**src/rtl/branch_resolve_queue.sv**
```systemverilog
// In-order queue of in-flight branch predictions. Pops the oldest entry on resolution,
// emits a registered BHT update, flushes younger entries on mispredict, and keeps accuracy counters.
module branch_resolve_queue #(
  parameter int PC_W  = 9,
  parameter int DEPTH = 8,
  parameter int CNT_W = 32
) (
  input  logic                       clk,
  input  logic                       reset,
  input  logic                       pred_valid,
  input  logic [PC_W-1:0]            pred_pc,
  input  logic                       pred_taken,
  output logic                       pred_ready,
  input  logic                       res_valid,
  input  logic                       res_taken,
  output logic                       upd_valid,
  output logic [PC_W-1:0]            upd_pc,
  output logic                       upd_taken,
  output logic                       upd_mispredict,
  output logic                       flush,
  output logic [$clog2(DEPTH):0]     occupancy,
  output logic [CNT_W-1:0]           total_cnt,
  output logic [CNT_W-1:0]           correct_cnt,
  output logic                       underflow_err
);

  localparam int PTR_W = $clog2(DEPTH);
  localparam int OCC_W = PTR_W + 1;
  localparam logic [OCC_W-1:0] OCC_FULL = OCC_W'(DEPTH);
  localparam logic [CNT_W-1:0] CNT_MAX  = '1;

  logic [PC_W-1:0]  pc_mem [DEPTH];
  logic [DEPTH-1:0] pred_mem;

  logic [PTR_W-1:0] wr_ptr, rd_ptr;
  logic [PTR_W-1:0] wr_ptr_nxt, rd_ptr_nxt;
  logic [OCC_W-1:0] occ_nxt;
  logic             ready_en;

  logic             do_pop;
  logic             do_push;
  logic             mispredict;
  logic [PC_W-1:0]  head_pc;
  logic             head_pred;

  // ready_en keeps pred_ready low while in reset and until the first edge after release
  assign pred_ready = ready_en && (occupancy != OCC_FULL);

  assign head_pc    = pc_mem[rd_ptr];
  assign head_pred  = pred_mem[rd_ptr];
  assign do_pop     = res_valid && (occupancy != '0);
  assign mispredict = do_pop && (head_pred != res_taken);
  // a push alongside a mispredicting pop belongs to the wrong path and is dropped
  assign do_push    = pred_valid && pred_ready && !mispredict;

  always_comb begin
    wr_ptr_nxt = wr_ptr;
    rd_ptr_nxt = rd_ptr;
    occ_nxt    = occupancy;
    if (mispredict) begin
      rd_ptr_nxt = wr_ptr;
      occ_nxt    = '0;
    end else begin
      if (do_push) wr_ptr_nxt = wr_ptr + PTR_W'(1);
      if (do_pop)  rd_ptr_nxt = rd_ptr + PTR_W'(1);
      if (do_push && !do_pop)
        occ_nxt = occupancy + OCC_W'(1);
      else if (!do_push && do_pop)
        occ_nxt = occupancy - OCC_W'(1);
    end
  end

  always_ff @(posedge clk) begin
    if (do_push) begin
      pc_mem[wr_ptr]   <= pred_pc;
      pred_mem[wr_ptr] <= pred_taken;
    end
  end

  always_ff @(posedge clk or posedge reset) begin
    if (reset) begin
      wr_ptr    <= '0;
      rd_ptr    <= '0;
      occupancy <= '0;
      ready_en  <= 1'b0;
    end else begin
      wr_ptr    <= wr_ptr_nxt;
      rd_ptr    <= rd_ptr_nxt;
      occupancy <= occ_nxt;
      ready_en  <= 1'b1;
    end
  end

  // update payload holds its last value between strobes
  always_ff @(posedge clk or posedge reset) begin
    if (reset) begin
      upd_valid      <= 1'b0;
      upd_pc         <= '0;
      upd_taken      <= 1'b0;
      upd_mispredict <= 1'b0;
      flush          <= 1'b0;
    end else begin
      upd_valid <= do_pop;
      flush     <= mispredict;
      if (do_pop) begin
        upd_pc         <= head_pc;
        upd_taken      <= res_taken;
        upd_mispredict <= mispredict;
      end
    end
  end

  always_ff @(posedge clk or posedge reset) begin
    if (reset) begin
      total_cnt   <= '0;
      correct_cnt <= '0;
    end else if (do_pop) begin
      if (total_cnt != CNT_MAX)
        total_cnt <= total_cnt + CNT_W'(1);
      if (!mispredict && (correct_cnt != CNT_MAX))
        correct_cnt <= correct_cnt + CNT_W'(1);
    end
  end

  always_ff @(posedge clk or posedge reset) begin
    if (reset)
      underflow_err <= 1'b0;
    else if (res_valid && (occupancy == '0))
      underflow_err <= 1'b1;
  end

endmodule

```
**config.mk**
```make
export PLATFORM = sky130hd
export DESIGN_NAME = branch_resolve_queue
export DESIGN_NICKNAME = d
export VERILOG_FILES = /design/src/rtl/branch_resolve_queue.sv
export SDC_FILE = /design/constraint.sdc
export NUM_CORES = 1
export LEC_CHECK = 0
export ABC_AREA = 1
export CORE_MARGIN = 4
export CORE_UTILIZATION = 57
export DETAILED_ROUTE_END_ITERATION = 7
export GPL_TIMING_DRIVEN = 1
export PLACE_DENSITY = 0.8
export SLEW_MARGIN = 20
export SYNTH_ARGS = -nofsm -noshare
export SYNTH_HDL_FRONTEND = slang
export SYNTH_SLANG_ARGS = --single-unit
```
**constraint.sdc**
```tcl
create_clock -name clk -period 2.9 [get_ports clk]
set_input_delay 0.29 -clock clk [delete_from_list [all_inputs] [get_ports clk]]
set_output_delay 0.29 -clock clk [all_outputs]
set_load 0.03 [all_outputs]
```
==> results_dict.tcl <==
set metrics [dict create \
    status "completed" \
    ctsResizeCount 0 \
    finish.utilization_pct 70.7 \
    powerDensity_mw_per_mm2 789 \
    grt_pass1_vias 6744 \
    power_w 0.00817 \
    cts.htree.levels 4 \
    post_cts_buffers 0 \
    clk_latency_ns 0.44 \
    die_w_microns 131 \
    clock-sinks 169 \
    drive_gt1_share_pct 6.83 \
    n_antenna_cell 0 \
    gp_congestion 0.925 \
    rsz0062_at_grt "no" \
    viasPerCell 5.65 \
    start_kind "flip-flop" \
    crit_slowest_cell "nor2_1" \
    grt_pass1_wl_microns 33200 \
    path_delay_family "simple AND/OR/NAND/NOR gates" \
    drt_iter0_markers 704 \
    cp_max_fo 10 \
    ys_types 36 \
    path_clk_slew_ns 0.07 \
    final_common_cell "nand2_1" \
    min_period_over_period_pct 91.8 \
    grt-ovfl-total 0 \
    multi_input_area_sq_mm 0.00355 \
    leakage_nw 4.31 \
    synth_nets 1028 \
    portBuffers 97 \
    place_area_sq_mm 0.00972 \
    clockBufferDepth 2 \
    floorplan.initialDensity_pct 58.7 \
    most-common-layout-cells "356 x nand2_1, 120 x nor2_1, 97 x clkdlybuf4s50_1" \
    crit_type "flip-flop to flip-flop" \
    yosys_warnings 0 \
    hpwlAfterDp_microns 13800 \
    finalSetupViolCount 0 \
    worstReg2RegStart "rd_ptr[1]" \
    crit_start "rd_ptr[1]" \
    syn_area_per_cell_sq_um 8.55 \
    final_max_slew_viol_count 0 \
    cts_buffers 17 \
    syn_area_sq_mm 0.00860 \
    io_pins 98 \
    fin_skew_ns 0.0131 \
    drt_wl_total_microns 20600 \
    finalHoldViolations 0 \
    setup_tns_ns 0 \
    crit_chain "inv_1 > nand3_1 > nand3_2 > nand2_2 > nand2_2 > nand3_2 > nand3_1 > nor2_1" \
    clockRootBuffer "clkbuf_16" \
    cts_tree "yes" \
    drv_cap 0 \
    tightestPinTransition_ns 1.07 \
    hp-class "input port to asynchronous set/reset pin" \
    ir_drop_mv 0.632 \
    nets 1121 \
    avgRoutedWirePerCell_microns 15.9 \
    seqCellArea_sq_mm 0.00463 \
    drc 0 \
    critical_path.max_stage_delay_ns 0.85 \
    period_needed_ns 2.66 \
    critPathRequiredTime_ns 2.95 \
    path_buf_inv 1 \
    ys_ff_latch 169 \
    design_area_sq_mm 0.0103 \
    r2r_end "pc_mem[4][4]" \
    core_area_sq_mm 0.0146 \
    timing.slew.headroom_pct 28.1 \
    ctsHoldBuffers 0 \
    num-fill-cells 1136 \
    dieHeight_microns 131 \
    grt_max_degree 76 \
    rows 44 \
    reg2regPathDepth 8 \
    dieArea_sq_mm 0.0171 \
    synth_cells 1006 \
    reg2reg_slack_ns 0.24 \
    syn2layout_area_growth_pct 20.3 \
    ys_seq_area_share_pct 53.8 \
    critical_path_arrival_ns 2.71 \
    grt.total_usage_pct 24.8 \
    antenna_left 0 \
    num_vias 7324 \
    drtPass1Iterations 5 \
    fmax_mhz 376 \
    cp-end-kind "flip-flop" \
    antenna_found_initial 0 \
]
[worst register-to-register path, delay by kind of cell, from the launching register on]
| kind | cells | cell delay [ns] |
|---|---|---|
| AND/OR/NAND/NOR | 7 | 1.57 |
| flip-flops | 1 | 0.50 |
| buffers and inverters | 1 | 0.20 |
[through the flow]
stage / cells / setup slack, ns / hold WS, ns
final: 1296 / 0.239 / 0.105
after global routing: 1296 / 0.0154 / 0.111
after CTS: 1296 / 0.261 / 0.100
after detailed placement: 1264 / 0.326 / 0.469
after global placement: 1264 / 0.377 / 0.460
after floorplan: 1006 / 0.264 / 0.389
[kinds of logic after synthesis]
family / count (synthesis) / share of synthesized area (%)
xor gates and xnor gates: 35 / 3.56
other: 1 / 0.0436
and+or+nand+nor: 615 / 31.0
AOI/OAI and AO/OA: 81 / 5.54
buffers and inverters: 98 / 4.92
adders and majority gates: 7 / 1.11
DFF: 169 / 53.8
[routing by layer]
metal | wire length, microns | global-route usage (%) | share of wire, % | vias to the layer above
met2 | 10300 | 41.4 | 50 | 256
met4 | 408 | 9.92 | 2.0 | 0
met3 | 1100 | 4.39 | 5.3 | 40
met1 | 8820 | 32.4 | 43 | 3505
met5 | 0 | 0 | 0 | -
li1 | - | - | - | 3523
[state kept, by name, summed over array words and instances, names as in the netlist]
register / count
wr_ptr: 3
upd_mispredict: 1
total_cnt: 32
correct_cnt: 32
ready_en: 1
flush: 1
pc_mem: 72
underflow_err: 1
rd_ptr: 3
upd_taken: 1
upd_pc: 9
upd_valid: 1
occupancy: 4
pred_mem: 8
[worst max path at each step]
stage,endpoint,slack [ns],cells past startpoint
floorplan,occupancy[3],0.26,12
global placement,pc_mem[4][1],0.38,8
detailed placement,pc_mem[3][6],0.33,8
CTS,pc_mem[6][5],0.26,8
global route,pred_mem[6],0.02,8
finish,pc_mem[4][4],0.24,8
[where the power goes]
part           internal (W)  leakage (nW)  switching, W
Sequential          0.00282          1.91      0.000277
Combinational      0.000920          2.09       0.00181
Clock               0.00129         0.307       0.00105
[synth_stat cells]
master,instances,area (sq um)
nor3_1,18,90.1
nand2_1,356,1340
dfrtp_1,89,2230
xnor2_1,12,105
inv_1,55,206
nand4_1,38,238
o22ai_1,9,56.3
nor2_4,2,22.5
nor2_1,121,454
o221ai_1,9,78.8
nand2_4,2,22.5
inv_4,1,6.26
xor2_1,23,201
nor3_2,2,20.0
nand3b_1,20,150
fa_1,1,20.0
buf_1,2,7.51
nand3_2,6,60.1
nand2_2,6,37.5
nand3_4,1,17.5
inv_2,7,26.3
buf_6,2,22.5
nand3_1,40,200
ha_1,6,75.1
o211ai_1,9,67.6
buf_4,7,52.6
o21ai_1,12,60.1
clkbuf_1,15,56.3
edfxtp_1,80,2400
a21oi_1,1,5.00
a31oi_1,1,6.26
conb_1,1,3.75
o21ai_0,39,195
nor2_2,3,18.8
buf_2,9,45.0
o21bai_1,1,7.51
[cell type report]
class / instances / area share, %
Sequential cell: 169 / 44.7
Multi-Input combinational cell: 739 / 34.3
Tap cell: 184 / 2.22
Clock inverter: 14 / 1.67
Inverter: 63 / 2.32
Clock buffer: 18 / 4.35
Timing Repair Buffer: 109 / 10.4
(Power assumes the default switching activity.)
